==> src/rtl/microwave_pkg.sv <==
// Shared types and helpers for the microwave sequencing controller.
package microwave_pkg;

    localparam int BCD_W   = 4;
    localparam int DIGITS  = 3;
    localparam int ENTRY_W = BCD_W * DIGITS;

    typedef enum logic [1:0] {IDLE, COOK, PAUSED, DONE} state_t;

    typedef struct packed {
        logic             valid;
        logic [BCD_W-1:0] digit;
    } key_t;

    // bit k is digit k+1 for k=0..8, bit 9 is digit 0; anything but exactly one hot is invalid
    function automatic key_t key_decode(input logic [9:0] keys);
        key_t r;
        int   hot;
        r   = '0;
        hot = 0;
        for (int k = 0; k < 10; k++) begin
            if (keys[k]) begin
                hot++;
                r.digit = (k == 9) ? 4'd0 : 4'(k + 1);
            end
        end
        r.valid = (hot == 1);
        return r;
    endfunction

    function automatic logic [BCD_W-1:0] bcd_clamp_tens(input logic [BCD_W-1:0] tens);
        return (tens > 4'd5) ? 4'd5 : tens;
    endfunction

endpackage

==> src/rtl/sec_prescaler.sv <==
// One-second strobe generator: counts 0..TICKS_PER_SEC-1 while enabled, freezes on hold.
module sec_prescaler
    import microwave_pkg::*;
#(
    parameter int TICKS_PER_SEC = 50
) (
    input  logic clk,
    input  logic rst,
    input  logic enable,
    input  logic clear,
    input  logic hold,
    output logic tick
);

    localparam int               CNT_W = (TICKS_PER_SEC > 1) ? $clog2(TICKS_PER_SEC) : 1;
    localparam logic [CNT_W-1:0] LAST  = CNT_W'(TICKS_PER_SEC - 1);

    logic [CNT_W-1:0] count;

    assign tick = enable && !hold && (count == LAST);

    always_ff @(posedge clk) begin
        if (rst || clear) begin
            count <= '0;
        end else if (enable && !hold) begin
            count <= tick ? '0 : count + 1'b1;
        end
    end

endmodule

==> src/rtl/microwave_ctrl.sv <==
// Front-panel sequencer: m:ss entry, start/stop/clear/door handling, per-second timer strobes.
//  state  | meaning
//  IDLE   | accepting keypad entry, display shows entry digits
//  COOK   | magnetron on, one timer_dec per second
//  PAUSED | stopped or door opened mid-cook, prescaler frozen
//  DONE   | timer reached 0:00, done lit until start/stop/door opening
module microwave_ctrl
    import microwave_pkg::*;
#(
    parameter int TICKS_PER_SEC = 50
) (
    input  logic               clk,
    input  logic               rst,
    input  logic [9:0]         keypad,
    input  logic               startn,
    input  logic               stopn,
    input  logic               clearn,
    input  logic               door_closed,
    input  logic               timer_zero,
    output logic               timer_load,
    output logic [ENTRY_W-1:0] timer_data,
    output logic               timer_dec,
    output logic               mag,
    output logic               disp_sel,
    output logic               done
);

    state_t             state;
    logic [ENTRY_W-1:0] entry;
    logic               start_prev, stop_prev, clear_prev, door_prev, key_idle;
    key_t               key;
    logic               start_press, stop_press, clear_press, door_opened, key_press;
    logic               zero_seen, leave_cook, start_ok, tick;
    logic [ENTRY_W-1:0] load_value;

    assign key         = key_decode(keypad);
    assign start_press = !startn && !start_prev;
    assign stop_press  = !stopn && !stop_prev;
    assign clear_press = !clearn && !clear_prev;
    assign door_opened = door_prev && !door_closed;
    assign key_press   = key_idle && key.valid;
    // the timer only sees the new value one edge after timer_load, so its zero flag is stale then
    assign zero_seen   = timer_zero && !timer_load;
    assign leave_cook  = clear_press || zero_seen || !door_closed || stop_press;
    assign start_ok    = (state == IDLE) && start_press && door_closed && (entry != '0);
    assign load_value  = {entry[ENTRY_W-1 -: BCD_W], bcd_clamp_tens(entry[2*BCD_W-1 -: BCD_W]),
                          entry[BCD_W-1:0]};

    sec_prescaler #(
        .TICKS_PER_SEC(TICKS_PER_SEC)
    ) u_prescaler (
        .clk    (clk),
        .rst    (rst),
        .enable (state == COOK),
        .clear  (start_ok || clear_press),
        .hold   (leave_cook),
        .tick   (tick)
    );

    always_ff @(posedge clk) begin
        if (rst) begin
            state      <= IDLE;
            entry      <= '0;
            start_prev <= 1'b0;
            stop_prev  <= 1'b0;
            clear_prev <= 1'b0;
            door_prev  <= 1'b0;
            key_idle   <= 1'b1;
            timer_load <= 1'b0;
            timer_data <= '0;
            timer_dec  <= 1'b0;
            mag        <= 1'b0;
            disp_sel   <= 1'b0;
            done       <= 1'b0;
        end else begin
            start_prev <= !startn;
            stop_prev  <= !stopn;
            clear_prev <= !clearn;
            door_prev  <= door_closed;
            key_idle   <= (keypad == '0);
            timer_load <= 1'b0;
            timer_dec  <= 1'b0;

            if (clear_press) begin
                state      <= IDLE;
                entry      <= '0;
                timer_load <= 1'b1;
                timer_data <= '0;
                mag        <= 1'b0;
                disp_sel   <= 1'b0;
                done       <= 1'b0;
            end else begin
                case (state)
                    IDLE: begin
                        if (start_ok) begin
                            state      <= COOK;
                            timer_load <= 1'b1;
                            timer_data <= load_value;
                            entry      <= '0;
                            mag        <= 1'b1;
                            disp_sel   <= 1'b1;
                        end else if (key_press && !start_press) begin
                            entry <= {entry[2*BCD_W-1:0], key.digit};
                        end
                    end
                    COOK: begin
                        if (zero_seen) begin
                            state <= DONE;
                            mag   <= 1'b0;
                            done  <= 1'b1;
                        end else if (!door_closed || stop_press) begin
                            state <= PAUSED;
                            mag   <= 1'b0;
                        end else begin
                            timer_dec <= tick;
                        end
                    end
                    PAUSED: begin
                        if (start_press && door_closed) begin
                            state <= COOK;
                            mag   <= 1'b1;
                        end
                    end
                    DONE: begin
                        if (start_press || stop_press || door_opened) begin
                            state    <= IDLE;
                            done     <= 1'b0;
                            disp_sel <= 1'b0;
                        end
                    end
                    default: state <= IDLE;
                endcase
            end
        end
    end

endmodule

==> config.mk <==
export PLATFORM = sky130hd
export DESIGN_NAME = microwave_ctrl
export DESIGN_NICKNAME = d
export VERILOG_FILES = /design/src/rtl/microwave_pkg.sv /design/src/rtl/sec_prescaler.sv /design/src/rtl/microwave_ctrl.sv
export SDC_FILE = /design/constraint.sdc
export NUM_CORES = 1
export LEC_CHECK = 0
export CORE_UTILIZATION = 33
export CTS_CLUSTER_SIZE = 30
export DETAILED_ROUTE_END_ITERATION = 12
export SYNTH_ARGS = -nofsm -noshare
export SYNTH_HDL_FRONTEND = slang
export SYNTH_HIERARCHICAL = 1
export SYNTH_SLANG_ARGS = --single-unit
==> constraint.sdc <==
create_clock -name clk -period 7.1 [get_ports clk]
set_input_delay 1.42 -clock clk [delete_from_list [all_inputs] [get_ports clk]]
set_output_delay 1.42 -clock clk [all_outputs]
set_load 0.005 [all_outputs]
# == Word-level counts from Yosys, hierarchy flattened ==
# Cells that the tools add are included.
# op_classes
addsub,10
magnitude_cmp,1
n_eq_ne,10
muxes,42
bitwise_logic,1
reduce_logical,46
# op_table
op,n
$add 32x2->32 const B,9
$mux 32,9
$mux 4,10
$eq 32x2->1 const B,1
$mux 12,2
$logic_and 1x1->1,13
$reduce_bool 12->1,1
$mux 1,11
$logic_not 1->1,10
$logic_not 10->1,1
$mux 2,5
$logic_or 1x1->1,8
$ne 2x2->1 const B,4
$pmux 2 s4,1
$reduce_and 4->1,2
$add 6x1->6 const B,1
$eq 6x6->1 const B,1
$mux 6,1
$reduce_and 3->1,2
$reduce_bool 2->1,3
$reduce_or 5->1,1
$eq 2x2->1 const B,2
$gt 4x3->1 const B,1
$pmux 1 s2,2
8 further kinds,9
# word_totals
register_bits,42
input_bits,17
output_inout_bits,17
word_cells,124

# == Logic depth before layout (Yosys ltp) ==
# depth
ltp_word,24
depth_mapped,29
depth_no_buf,28

# == Modules after synthesis ==
# The synthesis kept the hierarchy.
# by_module_without_submodules
module,n_inst,cells_each,area_each_um2,seq_area_each_um2
microwave_ctrl,1,301,2436.1,720.7
sec_prescaler,1,40,364.1,120.1

# == Worst setup path before layout ==
# Ideal clock, no wire load.
# synth_path
kind,input -> register
start,input keypad[0]
end,register entry[0]
setup_ns,0.122
arrival_time_ns,6.451
t_required_ns,6.978
setup_slack_ns,0.527
cell_stages,29
n_path_buf,1
cell_sequence,inv_1 > ha_1 > xor2_1 > ha_1 > mux2_2 > ha_1 > mux2_2 > ha_1 > nand2_1 > a21bo_2 > ha_1 > nand2_1 > o21ai_0 > a211oi_1 > inv_1 > ha_1 > nor2b_1 > nor2_1 > ha_1 > nand2_1 > nand2_1 > ha_1 > nor2b_1 > o21bai_1 > o31a_1 > a31oi_1 > o211ai_2 > buf_6 > mux2i_1
# synth_via
elab_chain_len,24
word_cells_on_any_way,36
cone_classes,add/sub: 9; eq/ne: 1; mux: 22; reduce/logical: 4
# synth_lines
element,line,rtl
start: declaration,microwave_ctrl.sv:14,"input logic [9:0] keypad,"
$mux 1,microwave_pkg.sv:22,if (keys[k]) begin
$add 32x2->32,microwave_pkg.sv:23,hot++;
$mux 32,microwave_pkg.sv:22,
$add 32x2->32,microwave_pkg.sv:23,
$mux 32,microwave_pkg.sv:22,
$add 32x2->32,microwave_pkg.sv:23,
$mux 32,microwave_pkg.sv:22,
$add 32x2->32,microwave_pkg.sv:23,
[8 not listed],n/a,
$mux 32,microwave_pkg.sv:22,
$add 32x2->32,microwave_pkg.sv:23,
$mux 32,microwave_pkg.sv:22,
$eq 32x2->1,microwave_pkg.sv:27,r.valid = (hot == 1);
$logic_and 1x1->1,microwave_ctrl.sv:41,assign key_press = key_idle && key.valid;
$logic_and 1x1->1,microwave_ctrl.sv:102,end else if (key_press && !start_press) begin
$reduce_bool 2->1 (no source line),n/a,
$reduce_and 2->1 (no source line),n/a,
end signal: assignment,microwave_ctrl.sv:103,"entry <= {entry[2*BCD_W-1:0], key.digit};"
end: declaration,microwave_ctrl.sv:29,logic [ENTRY_W-1:0] entry;
# Parallel ways exist; a longest one is shown, timed or not. The select of a mux whose other input is x is not followed.
# A chain may end at the register's enable or synchronous reset.

# == Worst setup path after layout ==
# layout_path
start,input keypad[0]
end,register entry[4]
# layout_via
elab_chain_len,24
# layout_lines
element,line
$mux 1 *,microwave_pkg.sv:22
$add 32x2->32,microwave_pkg.sv:23
$mux 32 *,microwave_pkg.sv:22
$add 32x2->32,microwave_pkg.sv:23
$mux 32 *,microwave_pkg.sv:22
$add 32x2->32,microwave_pkg.sv:23
$mux 32 *,microwave_pkg.sv:22
$add 32x2->32,microwave_pkg.sv:23
[8 not listed],n/a
$mux 32 *,microwave_pkg.sv:22
$add 32x2->32,microwave_pkg.sv:23
$mux 32 *,microwave_pkg.sv:22
$eq 32x2->1 *,microwave_pkg.sv:27
$logic_and 1x1->1 *,microwave_ctrl.sv:41
$logic_and 1x1->1 *,microwave_ctrl.sv:102
$reduce_bool 2->1 (no source line) *,n/a
$reduce_and 2->1 (no source line) *,n/a
# Mark *: on every way between the ends. The rest lies on a longest branch, timed or not.

==> results.sh <==
export IMPL_outcome="completed"
export IMPL_wl_mm=6.14
export IMPL_fin_crit_sh=0.960
export IMPL_critPathMaxFanout=6
export IMPL_fmax_mhz=147
export IMPL_die_h_um=94.1
export IMPL_diodes=0
export IMPL_clk_latency_ns=0.30
export IMPL_cts_tree="built"
export IMPL_cap_violations=0
export IMPL_avgSynthCellArea_um2=8.21
export IMPL_cts_hold_buf=0
export IMPL_hpwlAfterDp_mm=4.60
export IMPL_syn_nets=370
export IMPL_gp_congestion=0.846
export IMPL_vias_per_cell=5.18
export IMPL_finalHoldViolCount=0
export IMPL_powerDensity_nw_per_um2=202
export IMPL_die_w_um=94.1
export IMPL_drt_iter0_drc=113
export IMPL_portBuffers=33
export IMPL_ys_warn_count=6
export IMPL_drive_gt1_frac=0.144
export IMPL_arrival_ns=7.01
export IMPL_fp_row_count=33
export IMPL_slowest_stage="clkdlybuf4s50_1"
export IMPL_worst_pin_slew_ns=1.03
export IMPL_setup_viol=0
export IMPL_h_tree_depth=2
export IMPL_grtUsageTotal=0.141
export IMPL_ir_worst_vdd_mv=0.0805
export IMPL_worstSetupPathType="in2reg"
export IMPL_avgRoutedWirePerCell_um=12.6
export IMPL_cp_num_cells=30
export IMPL_synthCells=341
export IMPL_routed_via_count=2525
export IMPL_final_nets=410
export IMPL_r2r_cells=7
export IMPL_die_area_um2=8860
export IMPL_post_synth_instance_area_um2=2800
export IMPL_grt_max_degree=21
export IMPL_fin_crit_ns=6.82
export IMPL_firstDrtPassIters=4
export IMPL_crit_buf_inv=4
export IMPL_clock_skew_ns=0.00926
export IMPL_critPathMaxStageDelay_ns=0.47
export IMPL_critPathLaunchType="input port"
export IMPL_ys_flop_type="dfxtp_1"
export IMPL_slew_headroom=0.311
export IMPL_hold_path_class="reg2reg"
export IMPL_route_detailed_drc=0
export IMPL_grt_pass1_wl_mm=10.2
export IMPL_r2r_slack_ns=4.48
export IMPL_grt_pass1_vias=2221
export IMPL_layout_commonest_cell="nand2_1"
export IMPL_cts_root_buf="clkbuf_8"
export IMPL_end_kind="register"
export IMPL_synth_edf_count=0
export IMPL_clkTransAtPathRegs_ns=0.09
export IMPL_antenna_left=0
export IMPL_crit_top_cell="ha_1"
export IMPL_ys_ff_latch=42
export IMPL_final_max_slew_viol_count=0
export IMPL_syn2layout_area_growth_pct=23.7
export IMPL_power_leakage_nw=1.35
export IMPL_cts_sinks=42
export IMPL_cts_buffers=5
export IMPL_clk_path_buf_depth=2
export IMPL_required_ns=7.29
export IMPL_async_flop_share=0
export IMPL_setup_tns_final_ns=0
export IMPL_antenna_found_initial=0
export IMPL_critPathTopFamily="adder cells"
export IMPL_power_mw=0.701
export IMPL_ys_seq_area_frac=0.300
export IMPL_pin_count=34
export IMPL_layout_common_cells="nand2_1, dfxtp_1, clkdlybuf4s50_1"
export IMPL_initial_utilization=0.341
export IMPL_ys_types=70
export IMPL_whs_path_depth=2
export IMPL_core_area_um2=8220
export IMPL_gr_total_overflow=0
==> per-stage QoR <==
| stage | area, um2 | std cells | worst slack, ns | hold WS [ns] | utilization |
|---|---|---|---|---|---|
| global placement | 3270 | 474 | -0.00604 | 0.444 | 0.398 |
| finish | 3460 | 487 | 0.285 | 0.461 | 0.422 |
| floorplan | 2800 | 341 | 0.527 | 0.445 | - |
| detailed placement | 3270 | 474 | -0.153 | 0.452 | 0.398 |
| global route | 3460 | 487 | -0.0222 | 0.482 | 0.422 |
| CTS | 3370 | 482 | 0.154 | 0.464 | 0.410 |
==> routing by layer <==
layer	wire length, um	part of all wire	track usage	vias to the layer above
met5	0	0	0	-
met4	36	0.0059	0.0346	0
met3	213	0.035	0.0227	2
met2	2880	0.47	0.232	45
met1	3010	0.49	0.191	1171
li1	-	-	-	1307
==> synthesized netlist by cell type, types with 3 or more instances <==
library cell  instances  area share
nor2b_1               6       0.013
clkbuf_1              9       0.012
nand3b_1              3      0.0080
nand2b_1              3      0.0067
xor2_1                4       0.013
buf_2                 4      0.0071
o31ai_1               3      0.0080
nand3_1              20       0.036
nand2_1              52       0.070
nor2_1               32       0.043
a21oi_1              24       0.043
nor4_1                5       0.011
ha_1                 12       0.054
o21ai_0              10       0.018
a211oi_1              3      0.0080
xnor3_2               4       0.034
and3_1                3      0.0067
inv_1                13       0.017
xnor2_1               5       0.016
mux2i_1              15       0.054
dfxtp_1              42        0.30
nor3_1                5      0.0089
nand4_1               4      0.0089
==> logic make-up after synthesis <==
group,Yosys count,share of synthesized area
buffers and inverters,32,0.0536
DFF,42,0.300
xor gates and xnor gates,16,0.0889
adders and majority gates,12,0.0536
and+or+nand+nor,156,0.284
AOI/OAI and AO/OA,66,0.158
muxes,17,0.0617
==> power breakdown <==
part | switching, mW | internal (mW) | leakage, nW
Combinational | 0.142 | 0.158 | 0.970
Sequential | 0.00279 | 0.239 | 0.340
Clock | 0.0885 | 0.0710 | 0.0447
Total | 0.233 | 0.467 | 1.35
==> registers in the layout, summed over array words and instances (netlist names) <==
register / count
timer_dec: 1
key_idle: 1
u_prescaler/count: 6
clear_prev: 1
stop_prev: 1
start_prev: 1
door_prev: 1
timer_load: 1
state: 2
disp_sel: 1
done: 1
timer_data: 12
mag: 1
entry: 12
==> final timing paths <==
kind,from,endpoint
max reg2reg,entry[2],u_prescaler/count[0]
min,timer_data[9],timer_data[9]
min reg2reg,timer_data[9],timer_data[9]
max,keypad[0],entry[4]
==> timing repair <==
action                     CTS  global route
setup endpoints to repair    0            12
setup buffers                0             4
gates resized for setup      0            13
==> tightest hold or removal path: stages, from the launching register on <==
cell and delay (ns):
dfxtp_1 0.32, nand2_1 0.05, a21oi_1 0.05
==> cell type report <==
cell class	instances	area [um2]
inverters	15	58.8
clock buffers	5	68.8
fillers	838	4750
flip-flops and latches	42	841
clock inverters	3	25.0
multi-input cells	267	1850
repair buffers	50	490
well taps	105	131
(Power assumes the default switching activity.)
